<file path="src/rtl/paddle_engine_if.sv">
// Paddle engine bus: move/draw request inputs and pixel-plot / status outputs.
interface paddle_if;
    logic       left;
    logic       right;
    logic       enable;
    logic       draw_req;
    logic [9:0] x;
    logic [9:0] y;
    logic [2:0] colour;
    logic       plot;
    logic       busy;
    logic       done;
    logic [9:0] pad_x;

    modport master (
        output left, right, enable, draw_req,
        input  x, y, colour, plot, busy, done, pad_x
    );

    modport slave (
        input  left, right, enable, draw_req,
        output x, y, colour, plot, busy, done, pad_x
    );
endinterface

</file>
<file path="src/rtl/paddle_engine.sv">
// Paddle engine: per frame erases the old paddle, moves it one step, redraws it.
// Build option PADDLE_ERASE_EN enables the erase pass; without it frames go straight to MOVE.
module paddle_engine #(
    parameter int unsigned PAD_W  = 16,
    parameter int unsigned PAD_H  = 2,
    parameter int unsigned STEP   = 2,
    parameter int unsigned X_MAX  = 159,
    parameter int unsigned X_INIT = 32,
    parameter int unsigned Y_POS  = 64,
    parameter logic [2:0]  COLOUR = 3'b100
) (
    input logic      clk,
    input logic      resetn,
    paddle_if.slave  bus
);
    localparam int unsigned AW = 11;
    localparam int unsigned CW = 6;
    localparam int unsigned RW = 3;
    localparam logic [AW-1:0] STEP_A   = AW'(STEP);
    localparam logic [AW-1:0] LIMIT_A  = AW'(X_MAX - PAD_W + 1);
    localparam logic [CW-1:0] COL_LAST = CW'(PAD_W - 1);
    localparam logic [RW-1:0] ROW_LAST = RW'(PAD_H - 1);

    typedef enum logic [2:0] {IDLE, ERASE, MOVE, DRAW, DONE} state_t;

    state_t          state, state_nx;
    logic [CW-1:0]   col, col_nx;
    logic [RW-1:0]   row, row_nx;
    logic [9:0]      pad, pad_nx;
    logic            go_l, go_l_nx;
    logic            go_r, go_r_nx;
    logic [AW-1:0]   pad_a_c;
    logic [AW-1:0]   sum_c;

    logic [9:0]      x_c;
    logic [9:0]      y_c;
    logic [2:0]      colour_c;
    logic            plot_c;

    always_ff @(posedge clk or negedge resetn) begin
        if (!resetn) begin
            state <= IDLE;
            col   <= '0;
            row   <= '0;
            pad   <= 10'(X_INIT);
            go_l  <= 1'b0;
            go_r  <= 1'b0;
        end else begin
            state <= state_nx;
            col   <= col_nx;
            row   <= row_nx;
            pad   <= pad_nx;
            go_l  <= go_l_nx;
            go_r  <= go_r_nx;
        end
    end

    // Next-state: accept in IDLE, row-major pixel scan, clamped move.
    always_comb begin
        state_nx = state;
        col_nx   = col;
        row_nx   = row;
        pad_nx   = pad;
        go_l_nx  = go_l;
        go_r_nx  = go_r;
        pad_a_c  = AW'(pad);
        sum_c    = AW'(pad) + STEP_A;

        case (state)
            IDLE: begin
                if (bus.draw_req) begin
                    go_l_nx = bus.enable & bus.left  & ~bus.right;
                    go_r_nx = bus.enable & bus.right & ~bus.left;
                    col_nx  = '0;
                    row_nx  = '0;
`ifdef PADDLE_ERASE_EN
                    state_nx = ERASE;
`else
                    state_nx = MOVE;
`endif
                end
            end
            ERASE, DRAW: begin
                if (col == COL_LAST) begin
                    col_nx = '0;
                    if (row == ROW_LAST) begin
                        row_nx   = '0;
                        state_nx = (state == ERASE) ? MOVE : DONE;
                    end else begin
                        row_nx = row + RW'(1);
                    end
                end else begin
                    col_nx = col + CW'(1);
                end
            end
            MOVE: begin
                if (go_l) begin
                    pad_nx = (pad_a_c < STEP_A) ? 10'(0) : 10'(pad_a_c - STEP_A);
                end else if (go_r) begin
                    pad_nx = (sum_c > LIMIT_A) ? 10'(LIMIT_A) : 10'(sum_c);
                end
                state_nx = DRAW;
            end
            DONE:    state_nx = IDLE;
            default: state_nx = IDLE;
        endcase
    end

    // Moore output decode from state and scan counters.
    always_comb begin
        x_c      = pad;
        y_c      = 10'(Y_POS);
        colour_c = 3'b000;
        plot_c   = 1'b0;
        if (state == ERASE || state == DRAW) begin
            plot_c = 1'b1;
            x_c    = 10'(AW'(pad) + AW'(col));
            y_c    = 10'(AW'(Y_POS) + AW'(row));
        end
        if (state == DRAW) begin
            colour_c = COLOUR;
        end
    end

    assign bus.x      = x_c;
    assign bus.y      = y_c;
    assign bus.colour = colour_c;
    assign bus.plot   = plot_c;
    assign bus.busy   = (state != IDLE);
    assign bus.done   = (state == DONE);
    assign bus.pad_x  = pad;

endmodule

</file>
<file path="src/flat_wrapper.sv">
// flat-port wrapper written by rule: the top's interface ports become plain ports
module paddle_engine_flat 
#(
    parameter int unsigned PAD_W  = 16,
    parameter int unsigned PAD_H  = 2,
    parameter int unsigned STEP   = 2,
    parameter int unsigned X_MAX  = 159,
    parameter int unsigned X_INIT = 32,
    parameter int unsigned Y_POS  = 64,
    parameter logic [2:0]  COLOUR = 3'b100
)
  (clk, resetn, bus_left, bus_right, bus_enable, bus_draw_req, bus_x, bus_y, bus_colour, bus_plot, bus_busy, bus_done, bus_pad_x);
  paddle_if bus_i ();
  input logic clk;
  input logic resetn;
  input wire logic [$bits(bus_i.left)-1:0] bus_left;
  input wire logic [$bits(bus_i.right)-1:0] bus_right;
  input wire logic [$bits(bus_i.enable)-1:0] bus_enable;
  input wire logic [$bits(bus_i.draw_req)-1:0] bus_draw_req;
  output wire logic [$bits(bus_i.x)-1:0] bus_x;
  output wire logic [$bits(bus_i.y)-1:0] bus_y;
  output wire logic [$bits(bus_i.colour)-1:0] bus_colour;
  output wire logic [$bits(bus_i.plot)-1:0] bus_plot;
  output wire logic [$bits(bus_i.busy)-1:0] bus_busy;
  output wire logic [$bits(bus_i.done)-1:0] bus_done;
  output wire logic [$bits(bus_i.pad_x)-1:0] bus_pad_x;
  assign bus_i.left = bus_left;
  assign bus_i.right = bus_right;
  assign bus_i.enable = bus_enable;
  assign bus_i.draw_req = bus_draw_req;
  assign bus_x = bus_i.x;
  assign bus_y = bus_i.y;
  assign bus_colour = bus_i.colour;
  assign bus_plot = bus_i.plot;
  assign bus_busy = bus_i.busy;
  assign bus_done = bus_i.done;
  assign bus_pad_x = bus_i.pad_x;
  paddle_engine #(.PAD_W(PAD_W), .PAD_H(PAD_H), .STEP(STEP), .X_MAX(X_MAX), .X_INIT(X_INIT), .Y_POS(Y_POS), .COLOUR(COLOUR)) u_core (.clk(clk), .resetn(resetn), .bus(bus_i));
endmodule
</file>
<file path="config.mk">
export PLATFORM = sky130hd
export DESIGN_NAME = paddle_engine_flat
export DESIGN_NICKNAME = d
export VERILOG_FILES = /design/src/rtl/paddle_engine_if.sv /design/src/rtl/paddle_engine.sv /design/src/flat_wrapper.sv
export SDC_FILE = /design/constraint.sdc
export NUM_CORES = 1
export LEC_CHECK = 0
export ABC_AREA = 0
export BUFFER_PORTS_ARGS = -buffer_cell sky130_fd_sc_hd__buf_4
export CORE_ASPECT_RATIO = 1.5
export CORE_MARGIN = 8
export CORE_UTILIZATION = 35
export CTS_BUF_LIST = sky130_fd_sc_hd__clkbuf_4
export CTS_CLUSTER_SIZE = 10
export DETAILED_ROUTE_END_ITERATION = 7
export PLACE_DENSITY = 0.65
export SLEW_MARGIN = 20
export SYNTH_ARGS = -nofsm -noshare
export SYNTH_HDL_FRONTEND = slang
export SYNTH_SLANG_ARGS = --single-unit
</file>
<file path="constraint.sdc">
create_clock -name clk -period 2.25 [get_ports clk]
set_clock_uncertainty 0.05 [all_clocks]
set_input_delay 0.3375 -clock clk [delete_from_list [all_inputs] [get_ports clk]]
set_output_delay 0.3375 -clock clk [all_outputs]
set_load 0.02 [all_outputs]
</file>
==> results_dict.tcl, run 1 <==
set metrics [dict create \
    hold_end "u_core.row[2]" \
    max_freq_mhz 390 \
    finalSetupViolCount 6 \
    antenna_found_initial 0 \
    worst_ep_required_time_ns 1.86 \
    syn_area_um2 2040 \
    worstHoldPathCells 2 \
    dieArea_um2 8570 \
    clk_path_buf_depth 2 \
    place_ws_ns -0.000504 \
    drive_above_1_share_pct 32.8 \
    grt_pass1_vias 1996 \
    violations "negative setup slack" \
    arrival_ns 2.18 \
    post_drt_via_cell_ratio 5.34 \
    ant_nets 0 \
    final_cells 389 \
    ioPinCount 42 \
    maxSlewViolCount 0 \
    switching_share_pct 42.2 \
    clkPwrFrac_pct 12.5 \
    r2r_start "u_core.bus.pad_x[2]" \
    seq_power_share_pct 34.3 \
    synth-async-reset-ratio_pct 100 \
    met2_usage_pct 25.2 \
    synthTopCellsByCount "nand2_1 (35), o21ai_0 (25), dfrtp_1 (22)" \
    placed_area_um2 2490 \
    drtIter0Drc 97 \
    overflow 0 \
    finalCritPeriodShare_pct 114 \
    period_minus_slack_ns 2.56 \
    avgSynthCellArea_um2 7.81 \
    synth.most_common_cell "nand2_1" \
    nNetsFinal 333 \
    end_kind "primary output" \
    status "complete, but fails checks" \
    routedWlPerCell_um 15.2 \
    firstDrtPassIters 4 \
    ys_seq_elements 23 \
    use_met1_pct 15.4 \
    dpl.hpwl_um 4580 \
    power_leakage_nw 1.22 \
    hold_class "primary input to flop" \
    p_int_uw 993 \
    die_w_um 78.3 \
    synth_largest_area_cell "dfrtp_1" \
    r2r_cells 8 \
    maxCapViolations 0 \
    yosysWarnings 0 \
    hold_ws_ns 0.141 \
    cts_buffers 3 \
    gr-usage-met3_pct 1.47 \
    finalWirelength_um 5910 \
    cp_max_fo 3 \
    synth_top_area_share_pct 27.0 \
    grt.busiest_layer "met2" \
    cts.sink_count 23 \
    vdd.ir_drop.worst_mv 0.536 \
    n_antenna_cell 0 \
    min_from "bus_draw_req" \
    syn_inst 261 \
    rsz0062_at_grt "yes" \
    grt_pass1_wl_um 9670 \
    grt_max_degree 24 \
    clock-root-buffer "clkbuf_4" \
    start_kind "flop" \
    netlist_top_cells_area "dfrtp_1 (27%), nand2_1 (6.4%), o21ai_0 (6.1%), ha_1 (4.9%), buf_4 (4.1%)" \
    synth_edf_count 0 \
    seq_area_frac_synth_pct 28.3 \
    drc 0 \
    ys.flop_type "dfrtp_1" \
    reg2reg_setup_slack_ns 0.05 \
    place_congestion 0.929 \
    hold_viol 0 \
    initial_core_util_pct 35.8 \
    synthToLayoutAreaGrowth_pct 31.5 \
    critical_path_class "flop to primary output" \
    p_sw_uw 726 \
    ys_types 52 \
    die_h_um 109 \
    placement.io_buffers 31 \
    reg2reg_to "u_core.bus.pad_x[1]" \
    placed_cells 379 \
    num_vias 2077 \
    ctsHtreeMaxLevel 1 \
    clk_pin_slew_ns 0.14 \
    finalInstanceArea_um2 2680 \
    setup_ws_ns -0.314 \
    cts_tree "yes" \
    coreArea_um2 5700 \
    p_per_area_nw_per_um2 641 \
    p_comb_share_pct 53.2 \
    track_usage_pct 13.7 \
    num_rows 34 \
    clkLatencyLatePin_ns 0.32 \
]
-- how the worst max path moves through the flow --
stage | start | cells after the start | endpoint
finish | u_core.bus.pad_x[1] | 8 | bus_x[6]
global route | u_core.bus.pad_x[1] | 8 | bus_x[6]
CTS | u_core.bus.pad_x[1] | 8 | bus_x[8]
detailed placement | u_core.bus.pad_x[1] | 9 | bus_x[9]
global placement | u_core.bus.pad_x[1] | 8 | bus_x[8]
floorplan | u_core.bus.pad_x[1] | 7 | bus_x[6]
-- cell families (layout without fill, tap and decap cells) --
logic type / Yosys count / count (layout) / synth area share, %
buffers and inverters: 37 / 84 / 10.1
other: 2 / 11 / 0.368
DFF: 23 / 23 / 28.3
adders and majority gates: 9 / 9 / 5.89
AOI/OAI and AO/OA: 71 / 71 / 23.4
muxes: 1 / 1 / 0.491
and+or+nand+nor: 106 / 106 / 26.3
xor gates and xnor gates: 12 / 12 / 5.16
-- placed cells by master (no fill, tap or decap), types with 3 or more instances in the layout --
cell	count
o21ai_2	3
o21ai_0	21
a21o_1	3
xor2_1	6
ha_1	5
conb_1	11
nor3b_1	3
nand4_1	4
and2_1	6
xnor2_1	3
nor3_1	10
and3_1	4
dfrtp_1	20
a21oi_2	4
o21ai_1	3
nand3_1	11
inv_1	10
buf_6	3
xnor2_2	3
a211oi_1	5
o31ai_1	3
buf_4	65
a211o_1	3
clkbuf_4	4
nor2_1	14
a21oi_1	8
nor3_2	3
nand2_1	35
-- layout make-up --
class	instances	area [µm²]
Fill cell	601	3020
Multi-Input combinational cell	210	1410
Sequential cell	23	579
Timing Repair Buffer	69	532
Tap cell	72	90.1
Inverter	11	41.3
Clock buffer	4	30.0
-- through the flow --
stage | utilization [%] | total power [mW] | TNS [ns]
2_1_floorplan | - | 1.09 | 0
3_3_place_gp | 43.8 | 1.40 | 0
3_5_place_dp | 43.8 | 1.41 | -0.000504
4_1_cts | 45.8 | 1.67 | -1.37
5_1_grt | 47.0 | 1.85 | -2.27
6_report | 47.0 | 1.72 | -1.49
-- power by group through the flow --
| stage | Combinational (mW) | Clock (mW) | Sequential, mW |
|---|---|---|---|
| 2_1_floorplan | 0.520 | 0 | 0.574 |
| 3_3_place_gp | 0.816 | 0 | 0.585 |
| 3_5_place_dp | 0.828 | 0 | 0.585 |
| 4_1_cts | 0.870 | 0.223 | 0.581 |
| 5_1_grt | 1.01 | 0.242 | 0.602 |
| 6_report | 0.915 | 0.214 | 0.589 |
-- metal layers --
metal	part of all wire (%)	routed length, µm
met1	41	2450
met2	54	3200
met3	2.4	139
met4	2.1	123
met5	0	0
-- worst max-delay path, cell delays in order (launching register included) --
cell	delay, ns
dfrtp_2	0.46
fa_2	0.35
a21o_1	0.17
a21oi_2	0.17
o21bai_1	0.10
a21oi_2	0.19
nor2_1	0.09
xnor2_2	0.15
buf_4	0.17
-- registers in the layout, summed over array words and instances (netlist names) --
register	cells
u_core.bus.pad_x	9
u_core.col	6
u_core.row	3
u_core.state	3
u_core.go_l	1
u_core.go_r	1
-- what timing repair did --
| action | in CTS | in global routing |
|---|---|---|
| pin swaps | 11 | 10 |
| hold buffers | 1 | 0 |
| buffers inserted | 4 | 3 |
| endpoints found under the hold margin | 22 | 0 |
| resized for setup | 13 | 16 |
| setup endpoints to repair | 6 | 16 |
No activity file was read; power rests on OpenSTA's default activity.
==> inputs of run 2 (changes only) <==
- BUFFER_PORTS_ARGS: -buffer_cell sky130_fd_sc_hd__buf_4 -> unset
- CORE_UTILIZATION: 35 -> 60
- DONT_BUFFER_PORTS: unset -> 1
- PLACE_DENSITY: 0.65 -> 0.87
- SETUP_SLACK_MARGIN: unset -> 0.3
==> results_dict.tcl, run 2 (synthesis gave the netlist of run 1 again) <==
set metrics [dict create \
    antenna_found_initial 0 \
    final_common_cell "buf_4" \
    cts_buffers 3 \
    dieArea_um2 5560 \
    setup_ws_ns -0.474 \
    max_freq_mhz 367 \
    largest_register_ffs 9 \
    post_drt_via_cell_ratio 7.30 \
    hold_ws_ns 0.0160 \
    drc 0 \
    num_vias 2517 \
    final_cell_mix "buf_4 (43), nand2_1 (34), dfrtp_1 (18)" \
    cp_max_fo 2 \
    routedWlPerCell_um 25.1 \
    cts.sink_count 23 \
    finalSetupViolCount 9 \
    drtIter0Drc 370 \
    die_w_um 63.6 \
    ctsHtreeMaxLevel 1 \
    cts_tree "yes" \
    dpl.hpwl_um 4240 \
    arrival_ns 2.34 \
    finalCritPeriodShare_pct 121 \
    clk_path_buf_depth 2 \
    clock-root-buffer "clkbuf_4" \
    p_per_area_nw_per_um2 642 \
    start_kind "flop" \
    worst_pin_slew_ns 0.558 \
    nNetsFinal 319 \
    ioPinCount 42 \
    status "complete, but fails checks" \
    firstDrtPassIters 6 \
    n_antenna_cell 0 \
    grt_pass1_vias 2222 \
    power_leakage_nw 1.19 \
    vdd.ir_drop.worst_mv 0.736 \
    synthToLayoutAreaGrowth_pct 35.8 \
    finalWirelength_um 8660 \
    period_minus_slack_ns 2.72 \
    place_congestion 0.905 \
    clk_pin_slew_ns 0.14 \
    maxSlewViolCount 0 \
    worst_ep_required_time_ns 1.86 \
    placement.io_buffers 0 \
    drive_above_1_share_pct 38.3 \
    violations "negative setup slack" \
    hold_viol 0 \
    grt_pass1_wl_um 10500 \
    hold_class "primary input to flop" \
    maxSlewHeadroom_pct 62.8 \
    finalPower_mw 1.78 \
    rsz0062_at_grt "yes" \
    grt_max_degree 24 \
    track_usage_pct 23.4 \
    die_h_um 87.4 \
    coreArea_um2 3320 \
    overflow 0 \
    critical_path_class "flop to primary output" \
    ant_nets 0 \
    maxCapViolations 0 \
    initial_core_util_pct 61.4 \
    place_ws_ns 0.0300 \
    num_rows 26 \
    clkLatencyLatePin_ns 0.34 \
    end_kind "primary output" \
]
[run 2: cell types whose count changed in the layout (fill, tap and decap cells not counted), sizes merged]
cell / before / now
buf: 68 / 54
[run 2: worst paths after layout]
check | startpoint | end | slack [ns] | cells after the start
setup / recovery | u_core.col[1] | bus_x[6] | -0.47 | 8
hold / removal | bus_draw_req | u_core.row[2] | 0.02 | 1
setup reg to reg | u_core.bus.pad_x[1] | u_core.bus.pad_x[1] | -0.03 | 9
hold reg to reg | u_core.state[2] | u_core.state[0] | 0.50 | 1
max in group asynchronous | resetn | u_core.state[0] | 1.30 | 2
min in group asynchronous | resetn | u_core.col[0] | 0.45 | 2
[run 2: power by group]
group / internal, mW / switching, mW
registers: 0.494 / 0.119
clock network: 0.0818 / 0.144
logic: 0.365 / 0.573
[run 2: timing repair]
item                                   CTS  global route
endpoints found under the hold margin   23            22
pin swaps                               14            19
setup endpoints to repair               18            28
hold buffers                             1             1
setup buffers                           11             9
resized for setup                       30            48
[run 2: critical path, stage by stage (launching register included)]
cell and delay (ns):
dfrtp_1 0.43, fa_2 0.38, a21o_1 0.19, a21oi_2 0.17, o21bai_1 0.14, a21oi_2 0.23
nor2_1 0.11, xnor2_2 0.17, buf_4 0.16
[run 2: area by class of cell]
cell class / count / area (µm²)
multi-input cells: 210 / 1600
fillers: 174 / 551
well taps: 42 / 52.6
inverters: 11 / 46.3
flip-flops and latches: 23 / 582
repair buffers: 55 / 454
clock buffers: 4 / 30.0
[run 2: through the flow]
step | instances | utilization [%] | TNS [ns] | instance area [µm²]
global route | 345 | 83.4 | -2.75 | 2770
floorplan | 270 | - | 0 | 2110
detailed placement | 319 | 67.8 | 0 | 2250
finish | 345 | 83.4 | -2.45 | 2770
global placement | 319 | 67.8 | 0 | 2250
CTS | 335 | 75.1 | -1.34 | 2490
[run 2: metal layers]
metal  wire [µm]  vias to the layer above  track usage [%]
met4         695                        0             13.6
met2        4210                      274             43.7
met3        1010                       93             4.77
met5           0                        -                0
met1        2750                     1152             23.0
li1            -                      998                -
==> inputs of run 3 (changes only) <==
- CORE_UTILIZATION: 60 -> 40
- PLACE_DENSITY: 0.87 -> 0.64
==> results_dict.tcl, run 3 (synthesis gave the netlist of run 1 again) <==
set metrics [dict create \
    start_kind "flop" \
    clkLatencyLatePin_ns 0.33 \
    ioPinCount 42 \
    place_congestion 0.895 \
    dpl.hpwl_um 4410 \
    antenna_found_initial 0 \
    ctsHtreeMaxLevel 1 \
    post_drt_via_cell_ratio 5.88 \
    finalPower_mw 1.93 \
    firstDrtPassIters 6 \
    cts_buffers 3 \
    setup_ws_ns -0.248 \
    drive_above_1_share_pct 42.3 \
    largest_register_ffs 9 \
    hold_class "primary input to flop" \
    overflow 0 \
    ant_nets 0 \
    vdd.ir_drop.worst_mv 0.546 \
    finalWirelength_um 6800 \
    place_ws_ns 0.0346 \
    initial_core_util_pct 40.4 \
    cts.sink_count 23 \
    grt_pass1_wl_um 9980 \
    worst_pin_slew_ns 0.604 \
    die_h_um 103 \
    p_per_area_nw_per_um2 649 \
    clock-root-buffer "clkbuf_4" \
    track_usage_pct 16.7 \
    num_rows 32 \
    num_vias 2224 \
    fill_cells 449 \
    placed_area_um2 2280 \
    final_common_cell "buf_4" \
    seqCellArea_um2 583 \
    worst_ep_required_time_ns 1.86 \
    dieArea_um2 7680 \
    n_antenna_cell 0 \
    placement.io_buffers 0 \
    grt_max_degree 24 \
    final_cell_mix "buf_4 (43), nand2_1 (33), dfrtp_1 (17)" \
    routedWlPerCell_um 18.0 \
    die_w_um 74.3 \
    max_freq_mhz 400 \
    finalCritPeriodShare_pct 111 \
    r2r_cells 9 \
    placed_cells 345 \
    period_minus_slack_ns 2.50 \
    drtIter0Drc 143 \
    finalSetupViolCount 7 \
    violations "negative setup slack" \
    maxCapViolations 0 \
    clk_pin_slew_ns 0.16 \
    coreArea_um2 5040 \
    synthToLayoutAreaGrowth_pct 45.8 \
    power_leakage_nw 1.25 \
    drc 0 \
    maxSlewHeadroom_pct 59.3 \
    setup_tns_ns -1.22 \
    worstHoldPathCells 1 \
    cts_tree "yes" \
    grt_pass1_vias 2072 \
    status "complete, but fails checks" \
    maxSlewViolCount 0 \
    rsz0062_at_grt "yes" \
    arrival_ns 2.11 \
    hold_viol 0 \
    final_cells 378 \
    multi_input_area_um2 1650 \
    finalInstanceArea_um2 2970 \
    end_kind "primary output" \
    clk_path_buf_depth 2 \
    critical_path_class "flop to primary output" \
    cp_max_fo 2 \
    nNetsFinal 326 \
]
==> run 3: repair_timing <==
action / 4_1_cts / 5_1_grt
setup buffers: 15 / 11
pin swaps: 18 / 24
gates resized for setup: 43 / 56
gates cloned: 1 / 0
hold buffers: 2 / 0
setup endpoints to repair: 21 / 30
endpoints found under the hold margin: 23 / 0
==> run 3: final timing paths <==
| path | start | end | slack, ns |
|---|---|---|---|
| setup / recovery | u_core.col[1] | bus_x[6] | -0.25 |
| hold / removal | bus_draw_req | u_core.row[2] | 0.01 |
| setup reg to reg | u_core.bus.pad_x[2] | u_core.bus.pad_x[1] | 0.02 |
| hold reg to reg | u_core.go_r | u_core.go_r | 0.51 |
| max in group asynchronous | resetn | u_core.bus.pad_x[5] | 1.53 |
| min in group asynchronous | resetn | u_core.col[4] | 0.38 |
==> run 3: area by class of cell <==
class	instances	share of cell area, %
clock buffer	3	0.758
timing repair buffer	62	19.6
clock inverter	1	0.168
multi-input combinational	210	55.5
sequential	23	19.6
inverter	11	1.52
tap	68	2.86
==> run 3: critical path, stage by stage (launching register included) <==
cell      delay (ns)
dfrtp_1         0.44
fa_2            0.37
a21o_1          0.18
a21oi_2         0.14
o21bai_1        0.09
a21oi_2         0.20
nor2_2          0.08
xnor2_2         0.14
buf_4           0.15
==> run 3: per-layer routing <==
metal	wire length [µm]	global-route usage, %	share of wire [%]	vias to the layer above
li1	-	-	-	1014
met2	3770	30.7	55	109
met5	0	0	0	-
met3	426	2.03	6.3	29
met4	299	10.0	4.4	0
met1	2300	17.5	34	1072
==> run 3: report_power, final <==
| part | leakage (nW) | switching, mW | internal [mW] |
|---|---|---|---|
| combinational | 0.964 | 0.578 | 0.524 |
| clock | 0.0177 | 0.149 | 0.0666 |
| sequential | 0.273 | 0.117 | 0.494 |
| total | 1.25 | 0.844 | 1.08 |
==> run 3: stage by stage <==
step / utilization, % / hold slack (ns)
finish: 58.9 / 0.0139
global route: 58.9 / 0.00474
global placement: 45.2 / -0.00657
CTS: 53.2 / 0.0154
detailed placement: 45.2 / -0.00667
floorplan: - / -0.00809
